### src/rtl/aoc_grid_pkg.sv
// Shared definitions for the grid loader and the accessibility counter.
// Contents: puzzle character codes, loader state encoding, and the
// decode-class encoding produced by grid_char_decode.
package aoc_grid_pkg;

    localparam logic [7:0] CH_ROLL  = 8'h40;  // '@'
    localparam logic [7:0] CH_EMPTY = 8'h2E;  // '.'
    localparam logic [7:0] CH_NL    = 8'h0A;  // '\n'
    localparam logic [7:0] CH_CR    = 8'h0D;  // '\r'

    typedef enum logic {
        LOAD,
        HOLD
    } load_state_e;

    typedef enum logic [2:0] {
        CELL1,
        CELL0,
        NEWLINE,
        IGNORE,
        BAD
    } char_class_e;

endpackage

### src/rtl/grid_char_decode.sv
// Combinational byte classifier for the puzzle text.
// Ports:
//   in_data - ASCII byte
//   cls     - decode class (CELL1 '@', CELL0 '.', NEWLINE, IGNORE '\r', BAD)
module grid_char_decode
    import aoc_grid_pkg::*;
(
    input  logic [7:0]  in_data,
    output char_class_e cls
);

    always_comb begin
        cls = BAD;
        unique case (in_data)
            CH_ROLL:  cls = CELL1;
            CH_EMPTY: cls = CELL0;
            CH_NL:    cls = NEWLINE;
            CH_CR:    cls = IGNORE;
            default:  cls = BAD;
        endcase
    end

endmodule

### src/rtl/grid_loader.sv
// Byte-stream to bit-matrix loader for the paper-roll accessibility counter.
// Ports:
//   clk, rst_n            - clock, asynchronous active-low reset
//   in_valid/in_ready     - byte handshake; in_data is the byte, in_last ends the grid
//   mat[r][c]             - loaded grid, column c at bit c (leftmost char = bit 0)
//   grid_valid / grid_ack - grid complete and frozen / consumer releases it
//   rows, cols            - rows loaded, width of the first non-empty row
//   err                   - sticky format error for the current grid
module grid_loader
    import aoc_grid_pkg::*;
#(
    parameter int WIDTH = 16,
    parameter int DEPTH = 16
) (
    input  logic                       clk,
    input  logic                       rst_n,
    input  logic                       in_valid,
    output logic                       in_ready,
    input  logic [7:0]                 in_data,
    input  logic                       in_last,
    output logic [WIDTH-1:0]           mat [DEPTH],
    output logic                       grid_valid,
    input  logic                       grid_ack,
    output logic [$clog2(DEPTH+1)-1:0] rows,
    output logic [$clog2(WIDTH+1)-1:0] cols,
    output logic                       err
);

    localparam int RW = $clog2(DEPTH+1);
    localparam int CW = $clog2(WIDTH+1);
    localparam logic [RW-1:0] ROW_MAX = RW'(DEPTH);
    localparam logic [CW-1:0] COL_MAX = CW'(WIDTH);

    load_state_e   state, state_d;
    char_class_e   cls;
    logic [RW-1:0] row, row_d, rows_d;
    logic [CW-1:0] col, col_d, cols_d;
    logic          err_d;
    logic          set_cell;
    logic          clear_all;
    logic [WIDTH-1:0] col_mask;

    grid_char_decode u_decode (
        .in_data (in_data),
        .cls     (cls)
    );

    assign in_ready = (state == LOAD);

    always_comb begin
        col_mask = '0;
        for (int unsigned c = 0; c < WIDTH; c++) begin
            if (col == CW'(c)) col_mask[c] = 1'b1;
        end
    end

    always_comb begin
        state_d   = state;
        row_d     = row;
        col_d     = col;
        rows_d    = rows;
        cols_d    = cols;
        err_d     = err;
        set_cell  = 1'b0;
        clear_all = 1'b0;
        unique case (state)
            LOAD: begin
                if (in_valid) begin
                    unique case (cls)
                        CELL1, CELL0: begin
                            if (row == ROW_MAX || col == COL_MAX) begin
                                err_d = 1'b1;
                            end else begin
                                set_cell = (cls == CELL1);
                                col_d    = col + 1'b1;
                            end
                        end
                        NEWLINE, IGNORE: ;
                        default: err_d = 1'b1;
                    endcase
                    // in_last acts as an implicit newline, evaluated on the
                    // column count after this beat's own cell was decoded.
                    if ((cls == NEWLINE || in_last) && col_d != '0) begin
                        row_d  = (row == ROW_MAX) ? row : row + 1'b1;
                        rows_d = row_d;
                        col_d  = '0;
                        if (cols == '0) begin
                            cols_d = (cls == NEWLINE) ? col : col_d_pre(col, cls, row, COL_MAX, ROW_MAX);
                        end else if (cur_len(col, cls, row, COL_MAX, ROW_MAX) != cols) begin
                            err_d = 1'b1;
                        end
                    end
                    if (in_last) state_d = HOLD;
                end
            end
            HOLD: begin
                if (grid_ack) begin
                    state_d   = LOAD;
                    row_d     = '0;
                    col_d     = '0;
                    rows_d    = '0;
                    cols_d    = '0;
                    err_d     = 1'b0;
                    clear_all = 1'b1;
                end
            end
            default: state_d = LOAD;
        endcase
    end

    // Row length after decoding the current beat (before any row close).
    function automatic logic [CW-1:0] cur_len(input logic [CW-1:0] c,
                                              input char_class_e k,
                                              input logic [RW-1:0] r,
                                              input logic [CW-1:0] cmax,
                                              input logic [RW-1:0] rmax);
        if ((k == CELL1 || k == CELL0) && r != rmax && c != cmax)
            return c + 1'b1;
        return c;
    endfunction

    function automatic logic [CW-1:0] col_d_pre(input logic [CW-1:0] c,
                                                input char_class_e k,
                                                input logic [RW-1:0] r,
                                                input logic [CW-1:0] cmax,
                                                input logic [RW-1:0] rmax);
        return cur_len(c, k, r, cmax, rmax);
    endfunction

    always_ff @(posedge clk or negedge rst_n) begin
        if (!rst_n) begin
            state      <= LOAD;
            row        <= '0;
            col        <= '0;
            rows       <= '0;
            cols       <= '0;
            err        <= 1'b0;
            grid_valid <= 1'b0;
        end else begin
            state      <= state_d;
            row        <= row_d;
            col        <= col_d;
            rows       <= rows_d;
            cols       <= cols_d;
            err        <= err_d;
            grid_valid <= (state_d == HOLD);
        end
    end

    always_ff @(posedge clk or negedge rst_n) begin
        if (!rst_n) begin
            for (int unsigned r = 0; r < DEPTH; r++) mat[r] <= '0;
        end else if (clear_all) begin
            for (int unsigned r = 0; r < DEPTH; r++) mat[r] <= '0;
        end else if (set_cell) begin
            for (int unsigned r = 0; r < DEPTH; r++) begin
                if (row == RW'(r)) mat[r] <= mat[r] | col_mask;
            end
        end
    end

endmodule
### config.mk
export PLATFORM = sky130hd
export DESIGN_NAME = grid_loader
export DESIGN_NICKNAME = d
export VERILOG_FILES = /design/src/rtl/aoc_grid_pkg.sv /design/src/rtl/grid_char_decode.sv /design/src/rtl/grid_loader.sv
export SDC_FILE = /design/constraint.sdc
export NUM_CORES = 1
export LEC_CHECK = 0
export ABC_AREA = 1
export BUFFER_PORTS_ARGS = -buffer_cell sky130_fd_sc_hd__buf_4
export CAP_MARGIN = 0
export CORE_ASPECT_RATIO = 2
export CORE_MARGIN = 2
export CORE_UTILIZATION = 58
export CTS_CLUSTER_SIZE = 28
export DETAILED_ROUTE_END_ITERATION = 10
export PLACE_DENSITY = 0.91
export SLEW_MARGIN = 20
export SYNTH_ARGS = -nofsm -noshare
export SYNTH_HDL_FRONTEND = slang
export SYNTH_HIERARCHICAL = 1
export SYNTH_SLANG_ARGS = --single-unit
### constraint.sdc
create_clock -name clk -period 4.31 [get_ports clk]
set_input_delay 0.862 -clock clk [delete_from_list [all_inputs] [get_ports clk]]
set_output_delay 0.862 -clock clk [all_outputs]
set_load 0.01 [all_outputs]
# Word level (Yosys, flattened, before mapping)
# Index checks and enable logic that the tools add are counted.
[word_totals]
reg_bits = 273
wordCells = 222
[op_classes]
add_sub_neg = 2
n_eq_ne = 47
mux = 86
n_bitwise = 17
n_reduce_logical = 49
[op_table]
columns = ["operator", "n"]
rows = [
  ["$mux W256", 2],
  ["$mux W16", 16],
  ["$or A16 B16 Y16", 16],
  ["$mux W5", 21],
  ["$eq A5 B4 Y1 const B", 16],
  ["$eq A5 B3 Y1 const B", 8],
  ["$mux W1", 40],
  ["$reduce_and A2 Y1", 17],
  ["$reduce_bool A2 Y1", 17],
  ["$pmux W5 S2", 3],
  ["$eq A5 B2 Y1 const B", 4],
  ["$eq A8 B4 Y1 const B", 2],
  ["$logic_not A5 Y1", 3],
  ["$pmux W3 S4", 1],
  ["$add A5 B1 Y5 const B", 2],
  ["$eq A5 B1 Y1 const B", 2],
  ["$eq A5 B5 Y1 const B", 2],
  ["$ne A5 B5 Y1 const B", 2],
  ["$eq A8 B6 Y1 const B", 1],
  ["$eq A8 B7 Y1 const B", 1],
  ["$reduce_and A4 Y1", 2],
  ["$eq A3 B2 Y1 const B", 2],
  ["$pmux W1 S2", 3],
  ["$ne A5 B5 Y1", 1],
  ["other kinds (10)", 17],
]

# Depth between registers and ports, before layout
# Gate-level depths: netlist (run 1).
[depth]
ltp_word = 23
mapped_depth = 19

# Hierarchy
# The synthesis (run 1) kept the hierarchy.
[modules_own_cells]
columns = ["module", "instances", "cells_per_inst", "area_each_um2", "seq_area_each_um2"]
rows = [
  ["grid_loader", 1, 1314, 11348.4, 6831.6],
  ["grid_char_decode", 1, 34, 137.6, 0.0],
]

# Worst setup path after synthesis (run 1)
# Ideal clock, no wire load.
[synth_timing]
path_type = "in2reg"
start = "in in_data[4]"
end = "reg mat[135] (netlist bit)"
setup_time_ns = 0.078
t_arrival_ns = 2.663
required_ns = 4.232
path_slack_ns = 1.569
path_stages = 14
n_path_buf = 1
path_cell_list = "inv_1 nand2_2 nor2_1 nand2_1 nand2_2 nor2_2 nor2_1 nand3_4 nor3_4 nand3_1 nor2_2 buf_2 nand2_1 a21oi_1"
[synth_via]
elab_chain_len = 9
[synth_lines]
columns = ["element", "line_no", "source"]
rows = [
  ["from (decl)", "grid_loader.sv:19", "input logic [7:0] in_data,"],
  ["$eq A8 B4 Y1, or another cell as far along", "grid_char_decode.sv:14", "unique case (in_data)"],
  ["$pmux W3 S4 (*)", "grid_char_decode.sv:14", ""],
  ["named net cls[1]", "grid_loader.sv:35", "char_class_e cls;"],
  ["$eq A3 B1 Y1 or $logic_not A3 Y1 (tied branches)", "grid_loader.sv:69, grid_loader.sv:74", ""],
  ["$reduce_or A2 Y1 or $mux W1 (tied branches)", "grid_loader.sv:69, grid_loader.sv:71", ""],
  ["$mux W1 (*)", "grid_loader.sv:69", "unique case (cls)"],
  ["$mux W1 (*)", "grid_loader.sv:68", "if (in_valid) begin"],
  ["$mux W1 (*)", "grid_loader.sv:66", "unique case (state)"],
  ["$reduce_bool A2 Y1 (no source line) (*)", "-", ""],
  ["$reduce_and A2 Y1 (no source line) (*)", "-", ""],
  ["to (signal, indexed assignment)", "grid_loader.sv:157", "if (row == RW'(r)) mat[r] <= mat[r] | col_mask;"],
  ["to (decl)", "grid_loader.sv:21", "output logic [WIDTH-1:0] mat [DEPTH],"],
]
# The timed path passes the listed nets; every way through them passes the cells marked *.
# A chain may end at the register's enable or synchronous reset.

# Worst setup path after layout (run 1)
[layout_timing]
start = "in in_data[1]"
end = "reg mat[187] (netlist bit)"
# Same word-level chain as after synthesis.

==> results.sh, run 1 <==
export IMPL_async_flop_share_pct=100
export IMPL_worst_pin_slew_ns=1.20
export IMPL_postPlaceCellArea_um2=13900
export IMPL_drt_total_wl_um=36200
export IMPL_cts_tree="done"
export IMPL_drive_gt1_share_pct=22.9
export IMPL_cap_violations=0
export IMPL_fin_ws_ns=1.29
export IMPL_dp_slack_ns=0.876
export IMPL_yosysTopAreaCell="dfrtp_1"
export IMPL_worstSetupEndpointType="flop"
export IMPL_drc=0
export IMPL_via_per_inst=5.45
export IMPL_timing_fmax_mhz=331
export IMPL_hold_viol_final=0
export IMPL_startpoint_type="input port"
export IMPL_syn_inst=1348
export IMPL_period_needed_ns=3.02
export IMPL_wl_per_cell_um=19.2
export IMPL_io_pins=282
export IMPL_grt_pass1_wl_um=56800
export IMPL_cts_resized=0
export IMPL_ir_drop_v=0.000290
export IMPL_cts_setup_buffers=0
export IMPL_dp_hpwl_um=23900
export IMPL_port_buffers=281
export IMPL_timing_rr_end="mat[187]$_DFFE_PN0P_"
export IMPL_finalCritPeriodShare_pct=70.1
export IMPL_area_growth_pct=27.4
export IMPL_overflow=0
export IMPL_fp_dieArea_um2=21000
export IMPL_fin_area_um2=14600
export IMPL_drt_initial_drc_count=843
export IMPL_initial_core_util_pct=59.3
export IMPL_ys_ff_latch=273
export IMPL_reg2regPathDepth=11
export IMPL_cts_clk_slew_worst_paths_ns=0.07
export IMPL_critPathTopFamily="simple AND/OR/NAND/NOR gates"
export IMPL_synth_flop_cell="dfrtp_1"
export IMPL_clock_latency_ns=0.51
export IMPL_cp_required_ns=4.74
export IMPL_drtPass1Iterations=9
export IMPL_tns_ns=0
export IMPL_ant_nets=0
export IMPL_syn_num_nets=1371
export IMPL_cp_slowest_stage_delay_ns=0.67
export IMPL_clkSinkCount=273
export IMPL_vias=10246
export IMPL_critPathKind="in -> reg"
export IMPL_synth_distinct_cells=29
export IMPL_avgSynthCellArea_um2=8.52
export IMPL_htree_levels=1
export IMPL_cp_num_buf_inv=2
export IMPL_reg2reg_setup_slack_ns=1.38
export IMPL_setup_violations_final=0
export IMPL_clock_path_buffers=3
export IMPL_die_x_um=104
export IMPL_ctsHoldBuffers=0
export IMPL_rsz0062_at_grt="false"
export IMPL_fin_worst_skew_ns=0.0128
export IMPL_ys_seq_area_share_pct=59.5
export IMPL_crit_chain="buf_4, inv_1, nand2_1, nor2_1, nand2_1, nand2_2, nor2_2, nor2_1, nand3_4, nor3_4, nand3_1, nor2_2, nand2_1, a21oi_1"
export IMPL_final_util_pct=75.5
export IMPL_crit_slowest_cell="nor2_2"
export IMPL_rows=72
export IMPL_synth_area_top_cells="dfrtp_1, a21oi_1, nand2_1, inv_1, clkbuf_1"
export IMPL_r2r_start="col[0]$_DFFE_PN0P_"
export IMPL_relSlewSlack_pct=19.8
export IMPL_yosysMostFrequentCell="nand2_1"
export IMPL_p_per_area_nw_per_um2=365
export IMPL_coreArea_um2=19400
export IMPL_status="completed"
export IMPL_synth_edf_count=0
export IMPL_netlist_area_um2=11500
export IMPL_gp_congestion=0.910
export IMPL_crit_top_cell="nand2_1"
export IMPL_grt_max_degree=106
export IMPL_final_nets=1629
export IMPL_antenna_found_initial=0
export IMPL_leakage_nw=7.06
export IMPL_arrival_ns=3.45
export IMPL_drv_slew=0
export IMPL_cts_root_buf="clkbuf_16"
export IMPL_synth_common_cells="nand2_1, inv_1, dfrtp_1"
export IMPL_cts_made_buffers=24
export IMPL_critical_path_max_fanout=16
export IMPL_grt_usage_pct=34.6
export IMPL_chipHeight_um=203
export IMPL_antenna_cells=0
export IMPL_grt_pass1_vias=10644
export IMPL_synth_top_cell_area_share_pct=59.5
export IMPL_hold_path_class="in -> async"
export IMPL_yosys_warnings=6
-- through the flow --
stage | hold WS [ns] | cells | power [mW]
2_1_floorplan | 0.548 | 1348 | 2.98
3_3_place_gp | 0.504 | 1839 | 3.21
3_5_place_dp | 0.509 | 1839 | 3.23
4_1_cts | 0.424 | 1881 | 5.36
5_1_grt | 0.438 | 1881 | 5.53
6_report | 0.395 | 1881 | 5.34
-- area by class of cell --
type / count / area [µm²]
well taps: 259 / 324
clock buffers: 34 / 679
multi-input cells: 718 / 3340
flip-flops and latches: 273 / 6830
fillers: 1266 / 4740
clock inverters: 8 / 93.8
repair buffers: 295 / 2250
inverters: 294 / 1110
-- worst reg2reg max path: stages (launching register included) --
cell     delay, ns
dfrtp_1       0.44
inv_1         0.13
ha_1          0.25
nand2_1       0.08
inv_1         0.04
nand2_1       0.22
nand3_4       0.18
nor3_4        0.23
nand3_1       0.23
nor2_2        0.67
nand2_1       0.19
a21oi_1       0.20
-- routing by layer --
| metal | routed length [µm] | global-route usage (%) |
|---|---|---|
| met2 | 18600 | 59.9 |
| met3 | 2500 | 4.98 |
| met5 | 0 | 0 |
| met1 | 12300 | 39.4 |
| met4 | 2850 | 24.2 |
-- state kept, by name, summed over array words and instances (netlist names) --
name	count
state	1
err	1
cols	5
row	5
col	5
mat	256
-- cells by family after synthesis --
logic type      after synthesis  share of synthesized area (%)
simple gates                428                           15.1
buf+inv                     357                           11.9
compound gates              275                           12.1
flops                       273                           59.5
fa+ha+maj                    10                           1.09
xor+xnor                      5                          0.381
-- power breakdown --
| part | switching (mW) | internal [mW] |
|---|---|---|
| sequential | 0.0568 | 2.59 |
| clock | 0.935 | 1.22 |
| combinational | 0.401 | 0.138 |
-- layout by cell type (no fill, tap or decap), types with 4 or more instances in the layout --
master and instances:
a21oi_1 257, buf_4 292, clkbuf_1 7, clkbuf_16 25, clkinv_2 5, dfrtp_1 273
ha_1 10, inv_1 291, nand2_1 336, nand2_2 4, nand3_1 18, nor2_1 29
nor2_2 25, o21ai_0 10, o21ai_1 5
-- worst max path at each step --
stage | from | slack, ns | to | cells past startpoint
4_1_cts | in_data[1] | 1.34 | mat[187]$_DFFE_PN0P_ | 14
5_1_grt | in_data[1] | 1.08 | mat[39]$_DFFE_PN0P_ | 14
2_1_floorplan | in_data[4] | 1.57 | mat[135]$_DFFE_PN0P_ | 14
3_5_place_dp | in_data[1] | 0.88 | mat[180]$_DFFE_PN0P_ | 14
3_3_place_gp | in_data[4] | 0.98 | mat[176]$_DFFE_PN0P_ | 14
6_report | in_data[1] | 1.29 | mat[187]$_DFFE_PN0P_ | 14
Power figures use the tool's default switching activity.
==> run 2: changes to the inputs <==
--- a/config.mk
+++ b/config.mk
@@ -10,10 +10,10 @@
 export CAP_MARGIN = 0
 export CORE_ASPECT_RATIO = 2
 export CORE_MARGIN = 2
-export CORE_UTILIZATION = 58
+export CORE_UTILIZATION = 48
 export CTS_CLUSTER_SIZE = 28
 export DETAILED_ROUTE_END_ITERATION = 10
-export PLACE_DENSITY = 0.91
+export PLACE_DENSITY = 0.81
 export SLEW_MARGIN = 20
 export SYNTH_ARGS = -nofsm -noshare
 export SYNTH_HDL_FRONTEND = slang
==> constraint.sdc (replaced) <==
create_clock -name clk -period 2.6 [get_ports clk]
set_input_delay 0.52 -clock clk [delete_from_list [all_inputs] [get_ports clk]]
set_output_delay 0.52 -clock clk [all_outputs]
set_load 0.01 [all_outputs]
==> run 2 against run 1 <==
  * Die area up 20%
  * Critical endpoint is now mat[58]$_DFFE_PN0P_
  * Clock skew up 0.0074 ns
  * Largest power group unchanged
  * Largest cell class unchanged
  * Combinational power is 79% higher
==> results.sh, run 2 (synthesis results as in run 1) <==
export IMPL_clock_path_buffers=3
export IMPL_critPathKind="reg -> reg"
export IMPL_cts_clk_slew_worst_paths_ns=0.07
export IMPL_worst_pin_slew_ns=0.539
export IMPL_final_common_cell="nand2_1"
export IMPL_drt_initial_drc_count=780
export IMPL_holdWs_ns=0.303
export IMPL_largest_register="mat"
export IMPL_largest_reg_flops=256
export IMPL_multi_input_area_um2=3330
export IMPL_drv_slew=0
export IMPL_setup_violations_final=0
export IMPL_drt_total_wl_um=34700
export IMPL_status="completed"
export IMPL_fin_area_um2=15300
export IMPL_fillers=1893
export IMPL_period_needed_ns=2.26
export IMPL_drtPass1Iterations=5
export IMPL_leakage_nw=7.36
export IMPL_vias=10060
export IMPL_cp_num_buf_inv=3
export IMPL_drive_gt1_share_pct=25.4
export IMPL_drc=0
export IMPL_fp_dieArea_um2=25300
export IMPL_hold_viol_final=0
export IMPL_cts_tree="done"
export IMPL_coreArea_um2=23700
export IMPL_arrival_ns=2.70
export IMPL_area_growth_pct=33.2
export IMPL_wl_per_cell_um=17.7
export IMPL_reg2reg_setup_slack_ns=0.34
export IMPL_p_per_area_nw_per_um2=590
export IMPL_grt_pass1_wl_um=53100
export IMPL_dp_hpwl_um=25000
export IMPL_cp_slowest_stage_delay_ns=0.41
export IMPL_regArea_um2=6830
export IMPL_crit_chain="inv_1, ha_1, nand2_1, inv_1, nand2_2, nand3_4, nor3_4, nand3_1, nor2_2, buf_12, nand2_1, a21oi_1"
export IMPL_cts_made_buffers=23
export IMPL_cap_violations=0
export IMPL_crit_slowest_cell="dfrtp_2"
export IMPL_startpoint_type="flop"
export IMPL_final_util_pct=64.5
export IMPL_die_x_um=113
export IMPL_overflow=0
export IMPL_postPlaceCellArea_um2=14500
export IMPL_antenna_cells=0
export IMPL_cts_root_buf="clkbuf_16"
export IMPL_via_per_inst=5.15
export IMPL_grt_pass1_vias=9714
export IMPL_cp_required_ns=3.03
export IMPL_hold_path_class="in -> reg"
export IMPL_rsz0062_at_grt="false"
export IMPL_clkSinkCount=273
export IMPL_clock_latency_ns=0.53
export IMPL_relSlewSlack_pct=64.1
export IMPL_timing_fmax_mhz=442
export IMPL_final_cell_mix="nand2_1, buf_4, inv_1"
export IMPL_worstSetupEndpointType="flop"
export IMPL_initial_core_util_pct=48.4
export IMPL_finalCritPeriodShare_pct=87.0
export IMPL_ant_nets=0
export IMPL_grt_max_degree=68
export IMPL_final_nets=1673
export IMPL_critPathTopFamily="simple AND/OR/NAND/NOR gates"
export IMPL_rows=80
export IMPL_grt_usage_pct=27.0
export IMPL_port_buffers=281
export IMPL_io_pins=282
export IMPL_fin_worst_skew_ns=0.0202
export IMPL_chipHeight_um=223
export IMPL_ir_drop_v=0.000538
export IMPL_htree_levels=1
export IMPL_critical_path_max_fanout=16
export IMPL_antenna_found_initial=0
export IMPL_gp_congestion=0.902
-- run 2: cell types whose count changed in the layout (fill, tap and decap cells not counted), moves of 3 or more --
cell      delta
clkbuf_1     -5
clkbuf_8     +3
nor2_4       -3
nor2_2       +3
buf_4       +22
buf_12      +22
-- run 2: power breakdown --
group	total [mW]	switching, mW	leakage (nW)	internal [mW]
sequential	4.38	0.0806	3.80	4.30
clock	3.68	1.60	0.393	2.08
combinational	0.964	0.672	3.17	0.291
-- run 2: cell type report --
cell class,count,area share [%]
Clock buffer,30,4.26
Inverter,294,7.25
Tap cell,287,2.35
Multi-Input combinational cell,718,21.8
Sequential cell,273,44.7
Clock inverter,12,0.965
Timing Repair Buffer,340,18.7
-- run 2: layer usage --
metal | up-vias | part of all wire [%] | track usage (%)
met5 | - | 0 | 0
met4 | 0 | 6.2 | 15.1
met3 | 104 | 5.2 | 2.54
met2 | 413 | 53 | 48.8
met1 | 4888 | 35 | 31.0
li1 | 4655 | - | -
-- run 2: per-stage QoR --
step                      instances  total power, mW  setup TNS [ns]  setup WS, ns
after floorplan                1348             4.95               0         0.201
after CTS                      1954             9.07               0         0.195
after global routing           1954             9.33               0        0.0418
after global placement         1911             5.42               0       0.00902
after detailed placement       1911             5.43          -0.444       -0.0458
final                          1954             9.02               0         0.337
-- run 2: path summary, 6_finish.rpt --
check	startpoint	end	cells past startpoint
worst min register to register	mat[48]$_DFFE_PN0P_	mat[48]$_DFFE_PN0P_	2
worst max register to register	col[0]$_DFFE_PN0P_	mat[58]$_DFFE_PN0P_	12
worst max-delay path	col[0]$_DFFE_PN0P_	mat[58]$_DFFE_PN0P_	12
max in group asynchronous	rst_n	mat[61]$_DFFE_PN0P_	3
worst min-delay path	grid_ack	state$_DFF_PN0_	3
min in group asynchronous	rst_n	mat[7]$_DFFE_PN0P_	2
-- run 2: tightest hold or removal path, delay by kind of cell --
family                 cells  cell delay, ns
buffers and inverters      1            0.08
and+or+nand+nor            1            0.10
AOI/OAI and AO/OA          1            0.07
-- run 2: what timing repair did --
action,in CTS,in global routing
hold endpoints to repair,60,0
hold buffers,1,0
gates resized for setup,0,3
setup buffers,0,0
endpoints found under the setup margin,0,42
==> run 3: changes to the inputs <==
--- a/config.mk
+++ b/config.mk
@@ -10,10 +10,10 @@
 export CAP_MARGIN = 0
 export CORE_ASPECT_RATIO = 2
 export CORE_MARGIN = 2
-export CORE_UTILIZATION = 48
+export CORE_UTILIZATION = 53
 export CTS_CLUSTER_SIZE = 28
 export DETAILED_ROUTE_END_ITERATION = 10
-export PLACE_DENSITY = 0.81
+export PLACE_DENSITY = 0.84
 export SLEW_MARGIN = 20
 export SYNTH_ARGS = -nofsm -noshare
 export SYNTH_HDL_FRONTEND = slang
==> constraint.sdc (replaced) <==
create_clock -name clk -period 2.2 [get_ports clk]
set_input_delay 0.44 -clock clk [delete_from_list [all_inputs] [get_ports clk]]
set_output_delay 0.44 -clock clk [all_outputs]
set_load 0.01 [all_outputs]
==> run 3 against run 2 <==
  * The run now ends with setup timing left
  * Sequential cell count did not move
  * Maximum frequency is 2.1% higher
  * Design area up 3.3%
  * Via count increased by 5.2%
  * Critical path depth rose by 2
  * Clock power rose by 13%
  * Die area shrank 9.2%
  * Clock skew increased by 0.0063 ns
  * Global-route usage is 5.4 points higher
  * Sequential power rose by 17%
  * Combinational power up 49%
  * Total power increased by 19%
==> results.sh, run 3 (synthesis results as in run 1) <==
export IMPL_grt_max_degree=68
export IMPL_period_needed_ns=2.22
export IMPL_regArea_um2=6830
export IMPL_ant_nets=0
export IMPL_met2WireLength_um=19700
export IMPL_drc=0
export IMPL_grt_usage_pct=32.5
export IMPL_drt_initial_drc_count=883
export IMPL_crit_chain="buf_4, ha_2, inv_2, nor2_1, ha_1, o21ai_2, nor2_1, nand2_1, nand3_1, nand2_1, inv_2, buf_4, nand3_1, nand2_1"
export IMPL_setup_violations_final=3
export IMPL_critPathTopFamily="simple AND/OR/NAND/NOR gates"
export IMPL_status="finished with violations"
export IMPL_overflow=0
export IMPL_violations="setup timing"
export IMPL_fin_ws_ns=-0.0166
export IMPL_cap_violations=0
export IMPL_multi_input_area_um2=3510
export IMPL_worstSetupEndpointType="flop"
export IMPL_fp_dieArea_um2=22900
export IMPL_p_seq_share_pct=47.9
export IMPL_critical_path_max_fanout=4
export IMPL_port_buffers=281
export IMPL_clkSinkCount=273
export IMPL_cp_slowest_stage_delay_ns=0.42
export IMPL_power_switching_mw=2.95
export IMPL_relSlewSlack_pct=35.3
export IMPL_gp_congestion=0.915
export IMPL_p_int_mw=7.77
export IMPL_drv_slew=0
export IMPL_clock_path_buffers=3
export IMPL_chipHeight_um=212
export IMPL_pwr_share_clk_pct=38.7
export IMPL_p_per_area_nw_per_um2=679
export IMPL_drtPass1Iterations=5
export IMPL_crit_slowest_cell="dfrtp_1"
export IMPL_largest_register="mat"
export IMPL_hold_viol_final=0
export IMPL_maxUsedRoutingLayer="met4"
export IMPL_largest_reg_flops=256
export IMPL_tns_ns=-0.0272
export IMPL_arrival_ns=2.64
export IMPL_power_frac_comb_pct=13.4
export IMPL_cts_clk_slew_worst_paths_ns=0.07
export IMPL_postPlaceCellArea_um2=14700
export IMPL_initial_core_util_pct=53.7
export IMPL_fillers=1493
export IMPL_final_nets=1717
export IMPL_finalCritPeriodShare_pct=101
export IMPL_drt_total_wl_um=37500
export IMPL_grt_pass1_wl_um=56600
export IMPL_final_cell_mix="buf_4, nand2_1, inv_1"
export IMPL_critPathKind="reg -> reg"
export IMPL_drt_met1_wl_um=12200
export IMPL_ir_drop_v=0.000873
export IMPL_rsz0062_at_grt="true"
export IMPL_cp_num_buf_inv=4
export IMPL_htree_levels=1
export IMPL_switching_share_pct=27.5
export IMPL_holdWs_ns=0.253
export IMPL_crit_top_cell="nand2_1"
export IMPL_wl_per_cell_um=18.9
export IMPL_vias=10588
export IMPL_final_common_cell="buf_4"
export IMPL_area_growth_pct=37.5
export IMPL_die_x_um=108
export IMPL_grt_pass1_vias=10494
export IMPL_coreArea_um2=21400
export IMPL_antenna_found_initial=0
export IMPL_startpoint_type="flop"
export IMPL_cts_root_buf="clkbuf_16"
export IMPL_via_per_inst=5.34
export IMPL_cts_made_buffers=24
export IMPL_clock_latency_ns=0.55
export IMPL_antenna_cells=0
export IMPL_io_pins=282
export IMPL_hold_path_class="in -> reg"
export IMPL_cts_tree="done"
export IMPL_rows=76
export IMPL_drive_gt1_share_pct=28.6
export IMPL_wl_met3_um=2580
export IMPL_fin_worst_skew_ns=0.0265
export IMPL_fin_area_um2=15800
export IMPL_worst_pin_slew_ns=0.970
export IMPL_dp_hpwl_um=25800
export IMPL_cp_required_ns=2.62
export IMPL_p_total_mw=10.7
export IMPL_timing_fmax_mhz=451
export IMPL_leakage_nw=7.59
[run 3: cell type report]
type                       count  area share, %
clock buffer                  31           4.16
clock inverter                11          0.673
inverter                     294           7.02
multi-input combinational    718           22.2
timing repair buffer         383           20.5
sequential                   273           43.2
tap                          273           2.16
[run 3: per-stage QoR]
step                setup slack [ns]  std cells  util (%)
floorplan                    -0.0411       1348         -
global placement              -0.303       1922      68.6
detailed placement            -0.436       1922      68.6
CTS                         -0.00622       1973      73.0
global route                  -0.101       1983      73.8
finish                       -0.0166       1983      73.8
[run 3: worst paths after layout]
check / start / end / slack, ns / depth (start not counted)
worst max-delay path: col[0]$_DFFE_PN0P_ / row[4]$_DFFE_PN0P_ / -0.02 / 14
worst min-delay path: grid_ack / state$_DFF_PN0_ / 0.25 / 3
worst max register to register: col[0]$_DFFE_PN0P_ / row[4]$_DFFE_PN0P_ / -0.02 / 14
worst min register to register: mat[7]$_DFFE_PN0P_ / mat[7]$_DFFE_PN0P_ / 0.52 / 2
max in group asynchronous: rst_n / mat[8]$_DFFE_PN0P_ / 1.05 / 3
min in group asynchronous: rst_n / mat[93]$_DFFE_PN0P_ / 0.46 / 2
[run 3: layer usage]
| metal | GRT usage (%) | vias up |
|---|---|---|
| li1 | - | 4754 |
| met1 | 35.8 | 5089 |
| met2 | 57.5 | 568 |
| met3 | 3.95 | 177 |
| met4 | 21.8 | 0 |
| met5 | 0 | - |
[run 3: repair_timing]
| action | CTS | global route |
|---|---|---|
| buffers inserted | 6 | 8 |
| hold buffers | 1 | 0 |
| pin swaps | 5 | 12 |
| hold endpoints to repair | 59 | 0 |
| gates resized for setup | 18 | 26 |
| setup endpoints to repair | 196 | 183 |
| cloned | 2 | 2 |
[run 3: power groups by stage]
stage	Clock, mW	Combinational (mW)	Sequential, mW
after floorplan	0	0.600	5.27
after global placement	0	1.28	5.22
after detailed placement	0	1.30	5.23
after CTS	4.20	1.34	5.13
after global routing	4.38	1.54	5.14
final	4.15	1.44	5.13
[run 3: worst reg2reg max path, stage by stage, from the launching register on]
cell and delay [ns]:
dfrtp_1 0.42, buf_4 0.15, ha_2 0.18, inv_2 0.06, nor2_1 0.05, ha_1 0.33
o21ai_2 0.17, nor2_1 0.06, nand2_1 0.15, nand3_1 0.11, nand2_1 0.09, inv_2 0.06
buf_4 0.14, nand3_1 0.07, nand2_1 0.05
